`src/rtl/keypad_pkg.sv`:
```
// keypad_pkg: shared key codes, debounce state encoding and digit check for the keypad entry path.
package keypad_pkg;

    localparam logic [3:0] KEY_STAR = 4'd10;
    localparam logic [3:0] KEY_HASH = 4'd11;

    typedef enum logic [1:0] {
        RELEASED,
        PRESS_WAIT,
        HELD,
        RELEASE_WAIT
    } deb_state_t;

    function automatic logic is_digit(input logic [3:0] c);
        return c <= 4'd9;
    endfunction

endpackage

```
`src/rtl/key_debouncer.sv`:
```
// key_debouncer: samples {valid, code}, debounces it and emits one key_strobe per accepted press.
// key_code carries the sampled code and is meaningful in the cycle key_strobe is high.
module key_debouncer
    import keypad_pkg::*;
#(
    parameter int DEBOUNCE_CYCLES = 16
) (
    input  logic       clk,
    input  logic       rst_n,
    input  logic [3:0] code,
    input  logic       valid,
    output logic       key_strobe,
    output logic [3:0] key_code
);
    localparam int CW = $clog2(DEBOUNCE_CYCLES);

    logic [4:0]    samp, prev;
    logic [CW-1:0] cnt;
    logic          stable;
    deb_state_t    state, state_nx;

    assign stable   = cnt == CW'(DEBOUNCE_CYCLES - 1);
    assign key_code = samp[3:0];

    // Counter saturates once stable so a long hold cannot wrap it.
    always_ff @(posedge clk or negedge rst_n) begin
        if (!rst_n) begin
            samp  <= '0;
            prev  <= '0;
            cnt   <= '0;
            state <= RELEASED;
        end else begin
            samp  <= {valid, code};
            prev  <= samp;
            cnt   <= (samp != prev) ? '0 : stable ? cnt : cnt + CW'(1);
            state <= state_nx;
        end
    end

    always_comb begin
        state_nx   = state;
        key_strobe = 1'b0;
        case (state)
            RELEASED:     if (samp[4]) state_nx = PRESS_WAIT;
            PRESS_WAIT: begin
                if (!samp[4]) state_nx = RELEASED;
                else if (stable) begin
                    state_nx   = HELD;
                    key_strobe = 1'b1;
                end
            end
            HELD:         if (!samp[4]) state_nx = RELEASE_WAIT;
            RELEASE_WAIT: state_nx = samp[4] ? HELD : stable ? RELEASED : RELEASE_WAIT;
            default:      state_nx = RELEASED;
        endcase
    end

endmodule

```
`src/rtl/keypad_entry_collector.sv`:
```
// keypad_entry_collector: collects debounced digits, clears on *, submits on # with status pulses.
// Optional KEYPAD_TIMEOUT_EN clears a partial entry after TIMEOUT_CYCLES cycles without a key.
module keypad_entry_collector
    import keypad_pkg::*;
#(
    parameter int CODE_LEN        = 4,
    parameter int DEBOUNCE_CYCLES = 16,
    parameter int TIMEOUT_CYCLES  = 1000000
) (
    input  logic                            clk,
    input  logic                            rst_n,
    input  logic [3:0]                      code,
    input  logic                            valid,
    output logic                            key_strobe,
    output logic [$clog2(CODE_LEN+1)-1:0]   entry_len,
    output logic [4*CODE_LEN-1:0]           entry_code,
    output logic                            entry_done,
    output logic                            entry_error,
    output logic                            entry_cleared
);
    localparam int LW = $clog2(CODE_LEN + 1);
    localparam int BW = 4 * CODE_LEN;

    logic [3:0]    key_code;
    logic [BW-1:0] entry_buf;
    logic          full, timeout_hit;

    key_debouncer #(.DEBOUNCE_CYCLES(DEBOUNCE_CYCLES)) u_deb (
        .clk        (clk),
        .rst_n      (rst_n),
        .code       (code),
        .valid      (valid),
        .key_strobe (key_strobe),
        .key_code   (key_code)
    );

    assign full = entry_len == LW'(CODE_LEN);

`ifdef KEYPAD_TIMEOUT_EN
    localparam int TW = $clog2(TIMEOUT_CYCLES + 1);
    logic [TW-1:0] tcnt;

    assign timeout_hit = (tcnt == TW'(TIMEOUT_CYCLES - 1)) && (entry_len != '0) && !key_strobe;

    always_ff @(posedge clk or negedge rst_n) begin
        if (!rst_n) tcnt <= '0;
        else tcnt <= (key_strobe || entry_len == '0 || timeout_hit) ? '0 : tcnt + TW'(1);
    end
`else
    assign timeout_hit = TIMEOUT_CYCLES < 0;
`endif

    always_ff @(posedge clk or negedge rst_n) begin
        if (!rst_n) begin
            entry_buf     <= '0;
            entry_len     <= '0;
            entry_code    <= '0;
            entry_done    <= 1'b0;
            entry_error   <= 1'b0;
            entry_cleared <= 1'b0;
        end else begin
            entry_done    <= 1'b0;
            entry_error   <= 1'b0;
            entry_cleared <= 1'b0;
            if (key_strobe) begin
                if (is_digit(key_code)) begin
                    if (full) entry_error <= 1'b1;
                    else begin
                        entry_buf <= (entry_buf << 4) | BW'(key_code);
                        entry_len <= entry_len + LW'(1);
                    end
                end else if (key_code == KEY_STAR) begin
                    entry_buf     <= '0;
                    entry_len     <= '0;
                    entry_cleared <= 1'b1;
                end else if (key_code == KEY_HASH) begin
                    if (full) begin
                        entry_code <= entry_buf;
                        entry_done <= 1'b1;
                    end else entry_error <= 1'b1;
                    entry_buf <= '0;
                    entry_len <= '0;
                end
            end else if (timeout_hit) begin
                entry_buf     <= '0;
                entry_len     <= '0;
                entry_cleared <= 1'b1;
            end
        end
    end

endmodule
```
`config.mk`:
```
export PLATFORM = sky130hd
export DESIGN_NAME = keypad_entry_collector
export DESIGN_NICKNAME = d
export VERILOG_FILES = /design/src/rtl/keypad_pkg.sv /design/src/rtl/key_debouncer.sv /design/src/rtl/keypad_entry_collector.sv
export SDC_FILE = /design/constraint.sdc
export NUM_CORES = 1
export LEC_CHECK = 0
export ABC_AREA = 1
export BUFFER_PORTS_ARGS = -buffer_cell sky130_fd_sc_hd__buf_2
export CORE_MARGIN = 4
export CORE_UTILIZATION = 57
export CTS_CLUSTER_DIAMETER = 200
export DETAILED_ROUTE_END_ITERATION = 8
export PLACE_DENSITY = 0.81
export SLEW_MARGIN = 15
export SYNTH_ARGS = -nofsm -noshare
export SYNTH_HDL_FRONTEND = slang
export SYNTH_SLANG_ARGS = --single-unit
```
`constraint.sdc`:
```
create_clock -name clk -period 2.2 [get_ports clk]
set_clock_uncertainty 0.15 [all_clocks]
set_input_delay 0.22 -clock clk [delete_from_list [all_inputs] [get_ports clk]]
set_output_delay 0.22 -clock clk [all_outputs]
set_load 0.005 [all_outputs]
```
# After elaboration in Yosys (flattened, before gate mapping)
# Index checks and enable logic that the tools add are counted.
# Widths: inputs -> output; s select.
classes:
  order_cmp: 1
  reduce_logical: 5
  n_eq_ne: 13
  bitwise: 3
  mul: 0
  n_mux: 33
  shift: 0
  add_sub_neg: 2
  n_div: 0
op_table:
  columns: ["operator", "n"]
  rows:
  - ["$mux 16", 4]
  - ["$mux 1", 16]
  - ["$or 16x4->16", 1]
  - ["$eq 4x4->1 const B", 3]
  - ["$mux 2", 6]
  - ["$mux 3", 4]
  - ["$mux 4", 2]
  - ["$pmux 2 s4", 1]
  - ["$ne 2x2->1 const B", 3]
  - ["$reduce_and 3->1", 2]
  - ["$ne 5x5->1", 1]
  - ["$reduce_and 5->1", 1]
  - ["$add 4x1->4 const B", 1]
  - ["$eq 2x2->1 const B", 2]
  - ["$le 4x4->1 const B", 1]
  - ["$add 3x1->3 const B", 1]
  - ["$eq 3x3->1 const B", 1]
  - ["$ne 3x3->1 const B", 1]
  - ["$reduce_bool 3->1", 1]
  - ["$eq 2x1->1 const B", 1]
  - ["$logic_not 2->1", 1]
  - ["$ne 2x1->1 const B", 1]
  - ["$not 1->1", 2]
totals:
  wordCells: 67
  mem_bits_rw: 0
  inputBits: 7
  ff_bits: 54
  latchBits: 0
  out_inout_bits: 23
  mem_count: 0
  mem_bits_ro: 0

# Logic depth before layout (Yosys ltp)
# Gate-level depths: netlist of run 1.
logic_depth:
  ltp_word: 6
  depth_mapped: 9
  mapped_depth_nobuf: 8

# Modules after synthesis
# A second synthesis of run 1 with hierarchy kept.
unflattened:
  cells_unflattened: 287
  hier_area_um2: 2449.8
modules_own_cells:
  columns: ["module", "area_per_inst_um2", "cells_each", "n_inst", "seq_area_each_um2"]
  rows:
  - ["keypad_entry_collector", 1781.7, 215, 1, 950.9]
  - ["key_debouncer", 668.1, 72, 1, 400.4]

# Worst setup path after synthesis of run 1
# No wires, ideal clock.
synth_path:
  path_kind: "reg-to-reg"
  startpoint: "register entry_len[0]"
  endpoint: "register entry_len[2]"
  path_buffers: 1
  setup_slack_ns: 0.562
  stages_incl_launch_ff: 10
  arrival_time_ns: 1.372
  path_cell_list: "dfrtp_1 -> inv_1 -> ha_1 -> nand2_2 -> inv_4 -> a21oi_4 -> nand2_4 -> buf_6 -> nand2_1 -> nand2_1"
synth_via:
  elab_chain_cells: 3
  word_cells_on_any_way: 6
  cone_classes: "add/sub (1); eq/ne (2); mux (2); reduce/logical (1)"
synth_rtl:
  columns: ["element", "line_no", "rtl"]
  rows:
  - ["start: declaration", "keypad_entry_collector.sv:15", "output logic [$clog2(CODE_LEN+1)-1:0] entry_len,"]
  - ["start signal: assignment", "keypad_entry_collector.sv:70", "entry_len <= entry_len + LW'(1);"]
  - ["$add 3x1->3 / $eq 3x3->1 (equally long branches)", "keypad_entry_collector.sv:70, keypad_entry_collector.sv:37", null]
  - ["$mux 3 / $ne 2x2->1 (equally long branches)", null, null]
  - ["$mux 3 / $reduce_and 3->1 (equally long branches)", null, null]
# Parallel ways exist; a longest one is shown, timed or not. The select of a mux whose other input is x is not followed.
# A chain may end at the register's enable or synchronous reset.

# Worst setup path in the final report of run 1
layout_path:
  startpoint: "register u_deb.cnt[0]"
  endpoint: "output key_strobe"
layout_via:
  elab_chain_cells: 4
layout_rtl:
  columns: ["element", "line_no", "rtl"]
  rows:
  - ["start: declaration", "key_debouncer.sv:18", "logic [CW-1:0] cnt;"]
  - ["start signal: assignment", "key_debouncer.sv:35", "cnt <= (samp != prev) ? '0 : stable ? cnt : cnt + CW'(1);"]
  - ["$eq 4x4->1", "key_debouncer.sv:22", "assign stable = cnt == CW'(DEBOUNCE_CYCLES - 1);"]
  - ["$mux 1", "key_debouncer.sv:47", "else if (stable) begin"]
  - ["$mux 1", "key_debouncer.sv:46", "if (!samp[4]) state_nx = RELEASED;"]
  - ["$mux 1", "key_debouncer.sv:43", "case (state)"]
  - ["end: declaration", "keypad_entry_collector.sv:14", "output logic key_strobe,"]
# No other way between the ends.

==> results of run 1 <==
power breakdown:
group | total (mW) | internal, mW | switching (mW)
clock | 0.650 | 0.335 | 0.315
sequential | 1.02 | 1.00 | 0.0132
combinational | 0.0787 | 0.0267 | 0.0521
total | 1.74 | 1.36 | 0.380
how the worst max path moves through the flow:
stage                      start             to  cells after the start
floorplan           entry_len[0]   entry_len[2]                      9
global placement    u_deb.cnt[0]  entry_code[6]                      6
detailed placement  u_deb.cnt[0]  entry_code[5]                      6
CTS                 u_deb.cnt[0]     key_strobe                      4
global route        u_deb.cnt[0]     key_strobe                      4
finish              u_deb.cnt[0]     key_strobe                      4
critical path: stages, from the launching register on:
cell,delay [ns]
sky130_fd_sc_hd__dfrtp_1,0.40
sky130_fd_sc_hd__ha_1,0.25
sky130_fd_sc_hd__nand3_4,0.14
sky130_fd_sc_hd__nor2_8,0.37
sky130_fd_sc_hd__buf_2,0.20
kinds of logic (layout without fill, tap and decap cells):
logic type | after synthesis | count (layout) | synth area share, %
compound gates | 8 | 8 | 2.08
buf+inv | 36 | 74 | 9.14
flops | 54 | 54 | 54.9
xor+xnor | 2 | 2 | 0.711
simple gates | 158 | 158 | 31.7
fa+ha+maj | 3 | 3 | 1.52
cells in the mapped netlist, types with 2 or more instances:
| master | instances | area (um^2) |
|---|---|---|
| sky130_fd_sc_hd__buf_12 | 4 | 80.1 |
| sky130_fd_sc_hd__nand3_1 | 6 | 30.0 |
| sky130_fd_sc_hd__nand3_4 | 3 | 52.6 |
| sky130_fd_sc_hd__nor2_1 | 13 | 48.8 |
| sky130_fd_sc_hd__nand4_1 | 30 | 188 |
| sky130_fd_sc_hd__o21ai_0 | 6 | 30.0 |
| sky130_fd_sc_hd__buf_2 | 3 | 15.0 |
| sky130_fd_sc_hd__inv_2 | 2 | 7.51 |
| sky130_fd_sc_hd__dfrtp_1 | 54 | 1350 |
| sky130_fd_sc_hd__buf_6 | 2 | 22.5 |
| sky130_fd_sc_hd__xnor2_1 | 2 | 17.5 |
| sky130_fd_sc_hd__ha_1 | 3 | 37.5 |
| sky130_fd_sc_hd__nand2_2 | 4 | 25.0 |
| sky130_fd_sc_hd__nor2_8 | 2 | 40.0 |
| sky130_fd_sc_hd__inv_1 | 23 | 86.3 |
| sky130_fd_sc_hd__nand2_1 | 96 | 360 |
flip-flops by register name, summed over array words and instances (netlist names):
| register | flops |
|---|---|
| entry_buf | 16 |
| entry_error | 1 |
| u_deb.cnt | 4 |
| entry_code | 16 |
| entry_cleared | 1 |
| entry_done | 1 |
| u_deb.prev | 5 |
| u_deb.samp | 5 |
| u_deb.state | 2 |
| entry_len | 3 |
routing by layer:
layer	vias up	share of wire (%)
met5	-	0
met4	0	1.6
met3	8	3.9
met2	39	49
met1	866	46
li1	910	-
stage by stage:
stage          setup slack [ns]  utilization [%]  power [mW]
6_report                  0.162             67.4        1.74
5_1_grt                  0.0697             67.4        1.81
4_1_cts                   0.138             67.4        1.76
3_5_place_dp              0.348             63.2        1.11
3_3_place_gp              0.438             63.2        1.10
2_1_floorplan             0.562                -        1.07
area by class of cell:
cell class	count	area, um^2
clock buffer	5	68.8
timing repair buffer	40	243
sequential	54	1350
clock inverter	3	40.0
inverter	26	100
multi-input combinational	171	887
tap	50	62.6
fill	333	1330
timing repair:
item | in CTS | in global routing
endpoints found under the hold margin | 59 | 0
setup buffers | 0 | 0
setup endpoints to repair | 0 | 0
hold buffers | 6 | 0
==> key figures, run 1 <==
Outcome
  • Status: completed

STA
  • Final hold slack: roughly 0.12 ns
  • Total count of max-transition violations in the final report: 0
  • Relative max-transition margin: approximately 74%
  • RSZ-0062 raised after global routing: false
  • Setup total negative slack: 0 ns
  • Maximum achievable frequency: 491 MHz
  • Minimum clock period: approximately 2.0 ns
  • Fraction of the cycle the final worst path needs: roughly 93%
  • Final-report hold violation count: 0
  • Least-Margin Pin Slew: around 0.39 ns
  • # setup viols final: 0

Floorplan
  • Vertical extent of the die: around 74 um
  • Number of primary I/O pins: 30
  • Overall die width: 73.7 um
  • Core Area: between 0.004 and 0.005 mm^2
  • Die area: 0.00544 mm^2
  • FP Rows: 23
  • Initial standard-cell utilization of the core: between 60% and 70%

CTS
  • Clock slew at reported path FFs: approximately 0.09 ns
  • H-tree depth: 2
  • CTS sink cnt: 54
  • Clk buf depth: 2
  • Cells resized by post-CTS repair: 0
  • Later-pin clock latency in the skew report: 0.31 ns
  • TritonCTS clock tree: yes
  • Number of CTS-inserted buffers: 5
  • Clock Tree Root: sky130_fd_sc_hd__clkbuf_8

Placed design
  • Final weighted congestion in routability-driven placement: 0.770
  • Standard cell area after detailed placement: around 0.0026 mm^2
  • Input/output buffers: 29
  • DP Wirelength: between 3000 and 4000 um
  • Placed cells: 335

Pwr
  • Pwr Density: about 630 mW/mm^2
  • Leakage dissipation: between 1.5 and 2 nW
  • Worst VDD drop: about 0.00040 V

Layout
  • Final Cell Area: between 0.002 and 0.003 mm^2
  • Final layout net count: 308
  • Final std cells w/o fill: between 300 and 400
  • Leading cell type in the layout, fill and taps excluded: sky130_fd_sc_hd__nand2_1
  • Share of post-route cells with drive strength above 1: 19.1%
  • Layout Area Growth over Synthesis: 11.7%
  • Antenna Cells: 0
  • Leading cell types in the layout, fill and taps excluded: 96 x sky130_fd_sc_hd__nand2_1, 54 x sky130_fd_sc_hd__dfrtp_1, 30 x sky130_fd_sc_hd__nand4_1

Synth
  • Synthesized area per cell: approximately 9.4 um^2
  • Count of flip-flops with a built-in enable after synthesis: 0
  • Register bit count reported by yosys: 54
  • Netlist area before placement: roughly 0.0025 mm^2
  • Ys flop type: sky130_fd_sc_hd__dfrtp_1
  • Async set-or-reset flop fraction in the synthesized netlist: 100%
  • Instance count of the mapped netlist: between 200 and 300
  • Synthesis Warnings: 0
  • Post-Syn Nets: roughly 270
  • Sequential share of the synthesized area: around 55%
  • Number of library cell types mapped by synthesis: 24

Route
  • Number of search-and-repair iterations in the first detailed-routing pass: 4
  • Initial detailed-routing violation count: just under 90
  • Total detailed-routing wirelength: 4550 um
  • WL per Instance: approximately 13 um
  • Post-detailed-route DRC marker count: 0
  • Via total after detailed routing: around 1800
  • Post-DR vias/cell: roughly 5.2
  • Antenna Nets Post-Route: 0

Global routing
  • Grt met2 use: between 30% and 40%
  • Overflow left after global routing: 0
  • Met1 usage: about 24%
  • Global Route Usage Sum: approximately a fifth
  • Largest net degree at the start of global routing: 29
  • Antenna violations before repair: 0
  • Busiest grt layer: met2
  • Wire length of the first global-routing pass: 7940 um
  • Vias in the first global route: approximately 1800
  • GRT met3 Usage: under 10%

Setup path
  • Endpoint of the worst register-to-register path: entry_code[5]
  • Endpoint arrival time on the critical path: approximately 1.7 ns
  • Setup slack on the worst flop-to-flop path: around 0.35 ns
  • Kind of start point of the critical path: flip-flop
  • R2R depth: 6
  • Critical Path Fanout Max: 26
  • WS Path Type: reg -> out
  • Data required time of the worst path: ~1.8 ns
  • Kind of end point of the critical path: output pin
  • Worst reg2reg startpoint: u_deb.cnt[0]

Flow run
  • Max-cap violations: 0

Worst hold path
  • Worst min-delay path class: in -> async
Note: power is estimated with default switching activity, not from simulation.
==> run 2: changes to the inputs <==
--- a/config.mk
+++ b/config.mk
@@ -15,4 +15,5 @@
 export SLEW_MARGIN = 15
 export SYNTH_ARGS = -nofsm -noshare
 export SYNTH_HDL_FRONTEND = slang
+export SYNTH_HIERARCHICAL = 1
 export SYNTH_SLANG_ARGS = --single-unit
==> run 2 against run 1 <==
  * First-iteration DRC count increased by 70%
  * Hold slack better by 0.020 ns
  * Routed wire length barely moved
  * Area after synthesis fell by 0.56%
  * Fmax shrank 3.5%
  * Flip-flop and latch count did not move
  * Sequential share of layout area is 0.53 points lower
  * Register-to-register slack lost 0.12 ns
  * Core utilization is 0.73 points higher
  * Synthesized cell count grew 10%
  * Critical endpoint unchanged
==> key figures, run 2 <==
Route
  • Via total after detailed routing: 1924 (+5.5%)
  • Post-DR vias/cell: 5.19 (-0.72%)
  • Initial detailed-routing violation count: 151 (+70%)
  • Total detailed-routing wirelength: 4550 um (about the same)
  • Antenna Nets Post-Route: 0 (unchanged)
  • WL per Instance: 12.3 um (-5.9%)
  • Post-detailed-route DRC marker count: 0 (unchanged)
  • Number of search-and-repair iterations in the first detailed-routing pass: 4 (unchanged)

Pwr
  • Net switching power: 0.369 mW (-2.8%)
  • Internal power consumption: 1.28 mW (-6.0%)
  • Leakage dissipation: 1.56 nW (-0.80%)
  • Pwr Density: 594 mW/mm^2 (-6.3%)
  • Sum of internal, switching and leakage power: 1.65 mW (-5.3%)
  • Worst VDD drop: 0.000364 V (-10%)
  • Clock network fraction of total power: 34.1% (-3.2 points)
  • Switching share of power: 22.4% (+0.58 points)
  • Register share of total power: 61.5% (+3.3 points)
  • Combinational Power Share: 4.4% (about the same)

STA
  • Final hold slack: 0.138 ns (+0.0201 ns)
  • RSZ-0062 raised after global routing: true
  • Setup total negative slack: 0 ns (unchanged)
  • Least-Margin Pin Slew: 0.556 ns (+0.166 ns)
  • Total count of max-transition violations in the final report: 0 (unchanged)
  • # setup viols final: 0 (unchanged)
  • Final-report hold violation count: 0 (unchanged)
  • Fraction of the cycle the final worst path needs: 96.0% (+3.3 points)
  • Maximum achievable frequency: 474 MHz (-3.5%)
  • Fin worst setup slack: 0.0890 ns (-0.0733 ns)
  • Relative max-transition margin: 62.8% (-11 points)
  • Minimum clock period: 2.11 ns (+0.0733 ns)

Global routing
  • Global Route Usage Sum: 18.8% (-0.15 points)
  • Largest net degree at the start of global routing: 48 (+66%)
  • Vias in the first global route: 1727 (-4.7%)
  • Antenna violations before repair: 0 (unchanged)
  • Overflow left after global routing: 0 (unchanged)
  • Wire length of the first global-routing pass: 7780 um (-2.0%)

Synth
  • Netlist area before placement: 0.00245 mm^2 (-0.56%)
  • Synthesis Warnings: 6 (+6)
  • Commonest cells post-synth: 95 x sky130_fd_sc_hd__nand2_1, 54 x sky130_fd_sc_hd__dfrtp_1, 32 x sky130_fd_sc_hd__inv_1, 29 x sky130_fd_sc_hd__nor2_1, 22 x sky130_fd_sc_hd__nand3_1
  • Post-Syn Nets: 297 (+9.6%)
  • Most used standard cell by instance count after synthesis: sky130_fd_sc_hd__nand2_1
  • Count of flip-flops with a built-in enable after synthesis: 0 (unchanged)
  • Top cells by area, synth: sky130_fd_sc_hd__dfrtp_1 55%, sky130_fd_sc_hd__nand2_1 15%, sky130_fd_sc_hd__inv_1 4.9%
  • Number of library cell types mapped by synthesis: 26 (+8.3%)
  • Register bit count reported by yosys: 54 (unchanged)
  • Largest area contributor in the synthesized netlist: sky130_fd_sc_hd__dfrtp_1
  • Sequential share of the synthesized area: 55.2% (+0.31 points)
  • Ys flop type: sky130_fd_sc_hd__dfrtp_1
  • Synthesized area per cell: 8.54 um^2 (-9.6%)
  • Share of the synthesized area in the top cell type: 55.2% (+0.31 points)
  • Instance count of the mapped netlist: 287 (+10%)
  • Async set-or-reset flop fraction in the synthesized netlist: 100% (unchanged)

Setup path
  • Data required time of the worst path: 1.83 ns (about the same)
  • Kind of end point of the critical path: output pin
  • Worst reg2reg startpoint: u_deb/cnt[0]
  • WS Path Type: reg -> out
  • Endpoint arrival time on the critical path: 1.74 ns (+0.07 ns)
  • Kind of start point of the critical path: flip-flop
  • Critical Path Fanout Max: 18 (-31%)
  • Setup crit start: u_deb/cnt[0]

Floorplan
  • Core Area: 0.00409 mm^2 (unchanged)
  • FP Rows: 23 (unchanged)
  • Initial standard-cell utilization of the core: 60.0% (-0.34 points)
  • Die area: 0.00541 mm^2 (-0.49%)
  • Vertical extent of the die: 73.6 um (-0.24%)
  • Overall die width: 73.6 um (-0.24%)
  • Number of primary I/O pins: 30 (unchanged)

Layout
  • Final Cell Area: 0.00278 mm^2 (+1.1%)
  • Antenna Cells: 0 (unchanged)
  • Leading registers by flop count: entry_buf: 16 flops, entry_code: 16 flops
  • Share of post-route cells with drive strength above 1: 16.8% (-2.2 points)
  • Fillcell total: 341 (+2.4%)
  • Leading cell types in the layout, fill and taps excluded: 95 x sky130_fd_sc_hd__nand2_1, 54 x sky130_fd_sc_hd__dfrtp_1, 32 x sky130_fd_sc_hd__inv_1
  • Leading cell type in the layout, fill and taps excluded: sky130_fd_sc_hd__nand2_1
  • Final layout net count: 330 (+7.1%)
  • Layout Area Growth over Synthesis: 13.6%

CTS
  • Clock Tree Root: sky130_fd_sc_hd__clkbuf_8
  • Buffers inserted during post-CTS setup optimization: 0 (unchanged)
  • Clock slew at reported path FFs: 0.09 ns (about the same)
  • H-tree depth: 2 (unchanged)
  • CTS sink cnt: 54 (unchanged)
  • Later-pin clock latency in the skew report: 0.30 ns (about the same)
  • Clk buf depth: 2 (unchanged)
  • TritonCTS clock tree: yes
  • Number of CTS-inserted buffers: 5 (unchanged)

Placed design
  • Input/output buffers: 29 (unchanged)
  • Worst slack, placed: 0.187 ns (-0.160 ns)
  • Final weighted congestion in routability-driven placement: 0.797 (+3.5%)
  • Standard cell area after detailed placement: 0.00261 mm^2 (+1.2%)
  • DP Wirelength: 3100 um (-1.3%)

Outcome
  • Status: completed

Flow run
  • Max-cap violations: 0 (unchanged)

Worst hold path
  • Worst min-delay path class: in -> async
run 2: changes by cell type after synthesis, moves of 4 or more:
cell	previous run	this run
sky130_fd_sc_hd__buf_4	1	9
sky130_fd_sc_hd__inv_1	23	32
sky130_fd_sc_hd__nand3_1	6	22
sky130_fd_sc_hd__nor2_1	13	29
sky130_fd_sc_hd__nand4_1	30	16
sky130_fd_sc_hd__buf_12	4	0
run 2: logic make-up (layout without fill, tap and decap cells):
logic type | count (synthesis) | after routing | share of synthesized area (%)
xor+xnor | 2 | 2 | 0.715
compound gates | 6 | 6 | 1.38
flops | 54 | 54 | 55.2
fa+ha+maj | 3 | 3 | 1.53
simple gates | 171 | 171 | 31.6
buf+inv | 51 | 85 | 9.65
run 2: repair_timing:
action / CTS / global route
hold endpoints to repair: 59 / 0
endpoints found under the setup margin: 0 / 11
hold buffers: 6 / 0
gates resized for setup: 0 / 4
run 2: per-stage QoR:
step | instances | util [%]
CTS | 371 | 67.7
detailed placement | 357 | 64.0
finish | 371 | 68.1
floorplan | 287 | -
global route | 371 | 68.1
global placement | 357 | 64.0
run 2: per-layer routing:
layer | GRT usage, % | vias to the layer above | share of wire (%)
met2 | 29.9 | 58 | 47
met5 | 0 | - | 0
met3 | 3.56 | 7 | 5.8
li1 | - | 961 | -
met4 | 8.85 | 0 | 1.5
met1 | 24.7 | 898 | 45
run 2: critical path: stages, from the launching register on:
cell and delay [ns]:
sky130_fd_sc_hd__dfrtp_1 0.40, sky130_fd_sc_hd__ha_2 0.23, sky130_fd_sc_hd__nand3_2 0.11, sky130_fd_sc_hd__clkinv_1 0.07
sky130_fd_sc_hd__nand2_1 0.11, sky130_fd_sc_hd__nor3_4 0.17, sky130_fd_sc_hd__buf_6 0.21, sky130_fd_sc_hd__buf_2 0.14
run 2: power groups by stage:
stage	clock, mW	sequential (mW)	combinational [mW]
after CTS	0.575	1.02	0.0749
after global routing	0.619	1.02	0.0840
after detailed placement	0	1.04	0.0666
after global placement	0	1.03	0.0644
final	0.563	1.02	0.0733
after floorplan	0	1.03	0.0423
run 2: area by class of cell:
class	count	area (um^2)	share of cell area [%]
Clock buffer	7	86.3	3.10
Clock inverter	1	5.00	0.180
Inverter	36	135	4.86
Multi-Input combinational cell	182	876	31.5
Sequential cell	54	1350	48.6
Tap cell	50	62.6	2.25
Timing Repair Buffer	41	267	9.58
run 2: final timing paths:
kind	end	slack, ns	cells after the start
max	key_strobe	0.09	7
min	entry_error	0.14	2
max reg2reg	entry_buf[13]	0.23	10
min reg2reg	u_deb/prev[4]	0.32	0
max in group asynchronous	u_deb/samp[4]	1.26	3
min in group clk	u_deb/prev[4]	0.32	0
